===== src/rtl/ir_err_pkg.sv =====
// Shared types and constants for the IR line-sensor error stage.
// Weights are stored as shift amounts; sensor index bit 2 selects the sign.
package ir_err_pkg;

    localparam int unsigned ACC_W        = 18;
    localparam int unsigned ERR_W        = 16;
    localparam int unsigned RES_W        = 12;
    localparam int unsigned TIMER_W      = 16;
    localparam int unsigned FAST_SIM_DIV = 64;

    typedef logic [2:0] state_t;

    localparam state_t StIdle   = 3'd0;
    localparam state_t StSettle = 3'd1;
    localparam state_t StConv   = 3'd2;
    localparam state_t StWait   = 3'd3;
    localparam state_t StDone   = 3'd4;
    localparam state_t StFrame  = 3'd5;

    // |W| = 8,4,2,1,1,2,4,8 for sensors 0..7 (symmetric, so index order is moot)
    localparam logic [7:0][1:0] WEIGHT_SHIFT = {2'd3, 2'd2, 2'd1, 2'd0, 2'd0, 2'd1, 2'd2, 2'd3};

    function automatic logic signed [ACC_W-1:0] weighted(input logic [2:0]       idx,
                                                         input logic [RES_W-1:0] res);
        logic signed [ACC_W-1:0] mag;
        mag = {{(ACC_W-RES_W){1'b0}}, res} << WEIGHT_SHIFT[idx];
        return idx[2] ? mag : -mag;
    endfunction

    function automatic logic [ERR_W-1:0] sat16(input logic signed [ACC_W-1:0] acc);
        if (acc > 18'sd32767) begin
            return 16'h7FFF;
        end else if (acc < -18'sd32768) begin
            return 16'h8000;
        end
        return acc[ERR_W-1:0];
    endfunction

endpackage


===== src/rtl/ir_frame_timer.sv =====
// Loadable down-counter shared by the settle and inter-frame delays.
// expire_o is high while the count sits at zero.
module ir_frame_timer
    import ir_err_pkg::*;
#(
    parameter int unsigned W = TIMER_W
) (
    input  logic         clk,
    input  logic         rst,
    input  logic         load_i,
    input  logic [W-1:0] load_val_i,
    output logic         expire_o
);

    logic [W-1:0] cnt_q, cnt_d;

    always_comb begin
        cnt_d = cnt_q;
        if (load_i) begin
            cnt_d = load_val_i;
        end else if (cnt_q != '0) begin
            cnt_d = cnt_q - 1'b1;
        end
    end

    always_ff @(posedge clk) begin
        if (rst) begin
            cnt_q <= '0;
        end else begin
            cnt_q <= cnt_d;
        end
    end

    assign expire_o = (cnt_q == '0);

endmodule


===== src/rtl/ir_err_compute.sv =====
// Sequences the 8 IR sensors through the A2D and publishes a saturated, position-weighted
// error per frame plus a line-present flag for the PID stage.
module ir_err_compute
    import ir_err_pkg::*;
#(
    parameter bit          FAST_SIM      = 1'b0,
    parameter int unsigned FRAME_CYCLES  = 50000,
    parameter int unsigned SETTLE_CYCLES = 4096,
    parameter logic [11:0] LINE_THRESH   = 12'h400
) (
    input  logic        clk,
    input  logic        rst,
    input  logic        go,
    input  logic        cnv_cmplt,
    input  logic [11:0] res,
    output logic        strt_cnv,
    output logic [2:0]  chnnl,
    output logic        IR_en,
    output logic [15:0] error,
    output logic        err_vld,
    output logic        line_present
);

    localparam int unsigned FrameEff  = FAST_SIM ? FRAME_CYCLES / FAST_SIM_DIV : FRAME_CYCLES;
    localparam int unsigned SettleEff = FAST_SIM ? SETTLE_CYCLES / FAST_SIM_DIV : SETTLE_CYCLES;
    // Timer holds N-1 so the owning state lasts exactly N cycles.
    localparam logic [TIMER_W-1:0] FrameLoad  = TIMER_W'((FrameEff > 0) ? FrameEff - 1 : 0);
    localparam logic [TIMER_W-1:0] SettleLoad = TIMER_W'((SettleEff > 0) ? SettleEff - 1 : 0);

    state_t                  state_q, state_d;
    logic [2:0]              idx_q, idx_d;
    logic signed [ACC_W-1:0] acc_q, acc_d;
    logic                    any_q, any_d;
    logic [ERR_W-1:0]        error_q, error_d;
    logic                    lp_q, lp_d;
    logic                    err_vld_q, err_vld_d;
    logic                    tmr_load;
    logic [TIMER_W-1:0]      tmr_val;
    logic                    tmr_expire;

    ir_frame_timer #(
        .W(TIMER_W)
    ) u_timer (
        .clk       (clk),
        .rst       (rst),
        .load_i    (tmr_load),
        .load_val_i(tmr_val),
        .expire_o  (tmr_expire)
    );

    always_comb begin
        state_d   = state_q;
        idx_d     = idx_q;
        acc_d     = acc_q;
        any_d     = any_q;
        error_d   = error_q;
        lp_d      = lp_q;
        err_vld_d = 1'b0;
        tmr_load  = 1'b0;
        tmr_val   = SettleLoad;
        if (!go) begin
            // Abort: drop the frame, keep the last published result.
            state_d = StIdle;
            idx_d   = '0;
            acc_d   = '0;
            any_d   = 1'b0;
        end else begin
            case (state_q)
                StIdle: begin
                    idx_d    = '0;
                    acc_d    = '0;
                    any_d    = 1'b0;
                    tmr_load = 1'b1;
                    state_d  = StSettle;
                end
                StSettle: begin
                    if (tmr_expire) state_d = StConv;
                end
                StConv: state_d = StWait;
                StWait: begin
                    if (cnv_cmplt) begin
                        acc_d = acc_q + weighted(idx_q, res);
                        if (res > LINE_THRESH) any_d = 1'b1;
                        if (idx_q == 3'd7) begin
                            state_d = StDone;
                        end else begin
                            idx_d   = idx_q + 3'd1;
                            state_d = StConv;
                        end
                    end
                end
                StDone: begin
                    error_d   = sat16(acc_q);
                    lp_d      = any_q;
                    err_vld_d = 1'b1;
                    tmr_load  = 1'b1;
                    tmr_val   = FrameLoad;
                    state_d   = StFrame;
                end
                StFrame: begin
                    idx_d = '0;
                    acc_d = '0;
                    any_d = 1'b0;
                    if (tmr_expire) begin
                        tmr_load = 1'b1;
                        state_d  = StSettle;
                    end
                end
                default: state_d = StIdle;
            endcase
        end
    end

    always_ff @(posedge clk) begin
        if (rst) begin
            state_q   <= StIdle;
            idx_q     <= '0;
            acc_q     <= '0;
            any_q     <= 1'b0;
            error_q   <= '0;
            lp_q      <= 1'b0;
            err_vld_q <= 1'b0;
        end else begin
            state_q   <= state_d;
            idx_q     <= idx_d;
            acc_q     <= acc_d;
            any_q     <= any_d;
            error_q   <= error_d;
            lp_q      <= lp_d;
            err_vld_q <= err_vld_d;
        end
    end

    assign strt_cnv     = (state_q == StConv);
    assign chnnl        = idx_q;
    assign IR_en        = (state_q == StSettle) || (state_q == StConv) || (state_q == StWait);
    assign error        = error_q;
    assign err_vld      = err_vld_q;
    assign line_present = lp_q;

endmodule


===== config.mk =====
export PLATFORM = sky130hd
export DESIGN_NAME = ir_err_compute
export DESIGN_NICKNAME = d
export VERILOG_FILES = /design/src/rtl/ir_err_pkg.sv /design/src/rtl/ir_frame_timer.sv /design/src/rtl/ir_err_compute.sv
export SDC_FILE = /design/constraint.sdc
export NUM_CORES = 1
export LEC_CHECK = 0
export CORE_ASPECT_RATIO = 1.25
export CORE_UTILIZATION = 43
export DETAILED_ROUTE_END_ITERATION = 16
export GPL_TIMING_DRIVEN = 0
export PLACE_DENSITY = 0.65
export SYNTH_ARGS = -nofsm -noshare
export SYNTH_HDL_FRONTEND = slang
export SYNTH_SLANG_ARGS = --single-unit

===== constraint.sdc =====
create_clock -name clk -period 3.4 [get_ports clk]
set_input_delay 0.85 -clock clk [delete_from_list [all_inputs] [get_ports clk]]
set_output_delay 0.85 -clock clk [all_outputs]
set_load 0.1 [all_outputs]

==> run metrics <==
status finished, violations left; failing checks negative setup slack; leakage 2.22 nW; crit-path max FO 4; Clk network pwr share 0.395; Placer Congestion 0.853; fin crit share 1.04; Synth Area in Compound Gates 0.195; ANT cells 0; drt drc 0; worst hold stages 2; crit path launch type input pin; PortBufs 37; worst-margin pin slew 980 ps; initial DRC count 191; hold path start error[6]; Setup CP Type in -> reg; RSZ-0062 raised after global routing yes; sw frac 0.257; total power between 1.5 and 2 mW; pre-CTS WS -934 ps; Area contributors post-synth dfxtp_1 31%, ha_1 6.9%, nor2_1 6.6%, a21oi_1 6.4%, xnor2_1 5.5%; end of the worst hold path error[6]; DIE WIDTH just under 90 um; Syn. warnings 0; Nets ~600; dpl cell area 4530 um2; Seq cells post-synth 61; Post-Route Skew about 8.6 ps; GRT Overall Usage 0.216; FF/Latch Area between 1000 and 1500 um2; Reg2Reg Setup Slack -60 ps; Slew HR 0.344; Reg2Reg Depth 17; DRT Wirelength 10,100 um; mux contribution to synthesized area 0.0671; final setup vio count 3; post-route cell area 5250 um2; Synth Instances around 500; VDD IR max 0.166 mV; R2R Path End acc_q[17]; WL/cell around 14 um; Detailed Routing Iterations Pass 1 4; antenna viol nets, final 0; number of fill cells in the layout between 800 and 900; Num Clock Sinks between 60 and 70; CP required 3660 ps; Clock Tree Buf Depth 2; vias 3,793; MaxCap Viol Count 0; Initial Utilization 0.449; number of global-route vias before repair 3,570; P&R area growth vs syn 32.3%; initial antenna violation count 0; first-pass GRT wire length 16,200 um; Distinct cells, synth 58; Mapped Nets 530; share of layout cells above drive strength 1 0.212; final hold vios 0; number of buffers created by CTS 9; final worst slack -124 ps; core area 8840 um2; vias per cell between 5 and 6; Post-Synth XOR/XNOR Area 0.0949; Synth Area per Inst roughly 8.1 um2; Peak Freq 0.284 GHz; Reg power frac 0.448; Most used DFF post-synth dfxtp_1; min Tclk post-route 3520 ps; later-pin clock latency in the skew report 340 ps; largest area contributor in the netlist dfxtp_1; P_sw 0.431 mW; H-tree depth 3; I/O pin total 39; largest net degree at the start of global routing 13; Worst Hold Class reg -> reg; Slew Limit Fails 0; Power Internal 1.25 mW; Comb power frac 0.157; std cell rows 38; Mapped Area ~4000 um2; Post-synth EDFFs 0; Reg clk slew, reported paths approximately 60 ps; total grt overflow 0; ys async rst share 0; CTS tree done; largest family of logic cells by synthesized area simple AND/OR/NAND/NOR gates; Worst Setup End Kind register; multi-input logic area about 2800 um2; post-synthesis sequential area ratio 0.308; die area 9620 um2; clock root buffer clkbuf_8; die height 109 um; Hold Buf Count CTS 0; post-synth top area share 0.308; HPWL after DPL 7350 um; Post-Synth Adder-Cell Area 0.0744; Post-Synth Simple-Gate Area 0.219; critical path arrival approximately 3800 ps; Pwr Density about 320 nW/um2
-- power by group through the flow --
| stage | clock (mW) | sequential, mW | combinational [mW] |
|---|---|---|---|
| after floorplan | 0 | 0.762 | 0.161 |
| after global routing | 0.720 | 0.753 | 0.291 |
| after detailed placement | 0 | 0.767 | 0.217 |
| final | 0.663 | 0.751 | 0.264 |
| after CTS | 0.679 | 0.751 | 0.242 |
| after global placement | 0 | 0.766 | 0.215 |
-- cells by family after synthesis --
logic type      count (synthesis)
compound gates                122
buf+inv                        40
mux                            21
flops                          61
xor+xnor                       43
simple gates                  181
fa+ha+maj                      23
-- stage by stage --
| stage | hold slack, ps | TNS [ps] | util | instances |
|---|---|---|---|---|
| after floorplan | 465 | -40.9 | - | 491 |
| after global placement | 481 | -7610 | 0.512 | 648 |
| after detailed placement | 483 | -8430 | 0.512 | 648 |
| after CTS | 495 | 0 | 0.573 | 687 |
| after global routing | 512 | -1100 | 0.594 | 699 |
| final | 494 | -264 | 0.594 | 699 |
-- Yosys cell counts (all sizes together), types with 2 or more instances --
cell type / count
o21ai: 14
xor2: 18
ha: 22
a22oi: 10
buf: 7
a21o: 7
nor4: 5
o21a: 3
nand3: 10
nand4: 3
dfxtp: 61
a22o: 7
or3: 3
a211o: 2
nor2: 70
and2: 2
nand2: 32
a21boi: 2
a31oi: 11
nand3b: 3
and3: 8
clkbuf: 16
nor3: 27
mux4: 4
a21oi: 51
inv: 16
mux2i: 12
nor2b: 8
o211ai: 2
o31ai: 2
xnor2: 25
nand2b: 5
o22ai: 3
mux2: 5
-- placed cells by master, fill, tap and decap left out, types with 8 or more instances in the layout --
cell type,netlist,final
dfxtp_1,61,59
clkdlybuf4s50_1,0,24
ha_1,22,20
a21oi_1,51,43
buf_4,1,35
nand2_1,31,29
a31oi_1,11,9
xnor2_1,25,24
nor2b_1,8,8
a22oi_1,10,10
clkbuf_8,0,12
nor3_1,27,25
xor2_1,18,18
nor2_1,70,67
inv_1,16,15
clkbuf_1,16,15
nand3_1,10,10
buf_6,1,10
-- state kept, by name, summed over array words and instances (netlist names), named ones only --
signal,cells
chnnl,3
line_present,1
u_timer.cnt_q,16
err_vld,1
acc_q,18
error,16
any_q,1
state_q,3
-- critical path, stage by stage --
cell      delay [ps]
buf_8            100
mux2i_2          170
mux2i_1          140
nor3_2           230
and3_4           220
and3_4           180
and2_4           160
a21oi_2           60
xnor2_1          160
ha_1             340
a21o_1           200
a21o_1           190
a221oi_2         210
o21ai_1          110
xnor2_1          230
a21oi_1          100
o22ai_1          130
-- worst max-delay path by stage --
stage / startpoint / endpoint / slack, ps
6_report: res[3] / acc_q[17] / -120
5_1_grt: res[3] / acc_q[17] / -340
4_1_cts: res[8] / acc_q[17] / 5
3_5_place_dp: res[0] / acc_q[16] / -930
3_3_place_gp: res[0] / acc_q[16] / -870
2_1_floorplan: res[2] / acc_q[17] / -30
-- metal layers --
layer  up-vias  global-route usage  wire, um
li1       1918                   -         -
met1      1778               0.257      4400
met2        87               0.385      5300
met3        10              0.0435       296
met4         0              0.0691       102
met5         -                   0         0
-- layout make-up --
cell class              count  share of cell area
well taps                 120              0.0286
multi-input cells         390               0.539
clock buffers              12              0.0315
plain buffers              22              0.0222
inverters                  17              0.0124
repair buffers             73               0.124
clock inverters             4             0.00858
flip-flops and latches     61               0.234
-- timing repair --
item                                    in CTS  in global routing
endpoints found under the setup margin      11                  8
cloned                                       0                  0
pin swaps                                   24                 22
resized for setup                           76                 25
setup buffers                               24                 12
Note: power is estimated with default switching activity, not from simulation.
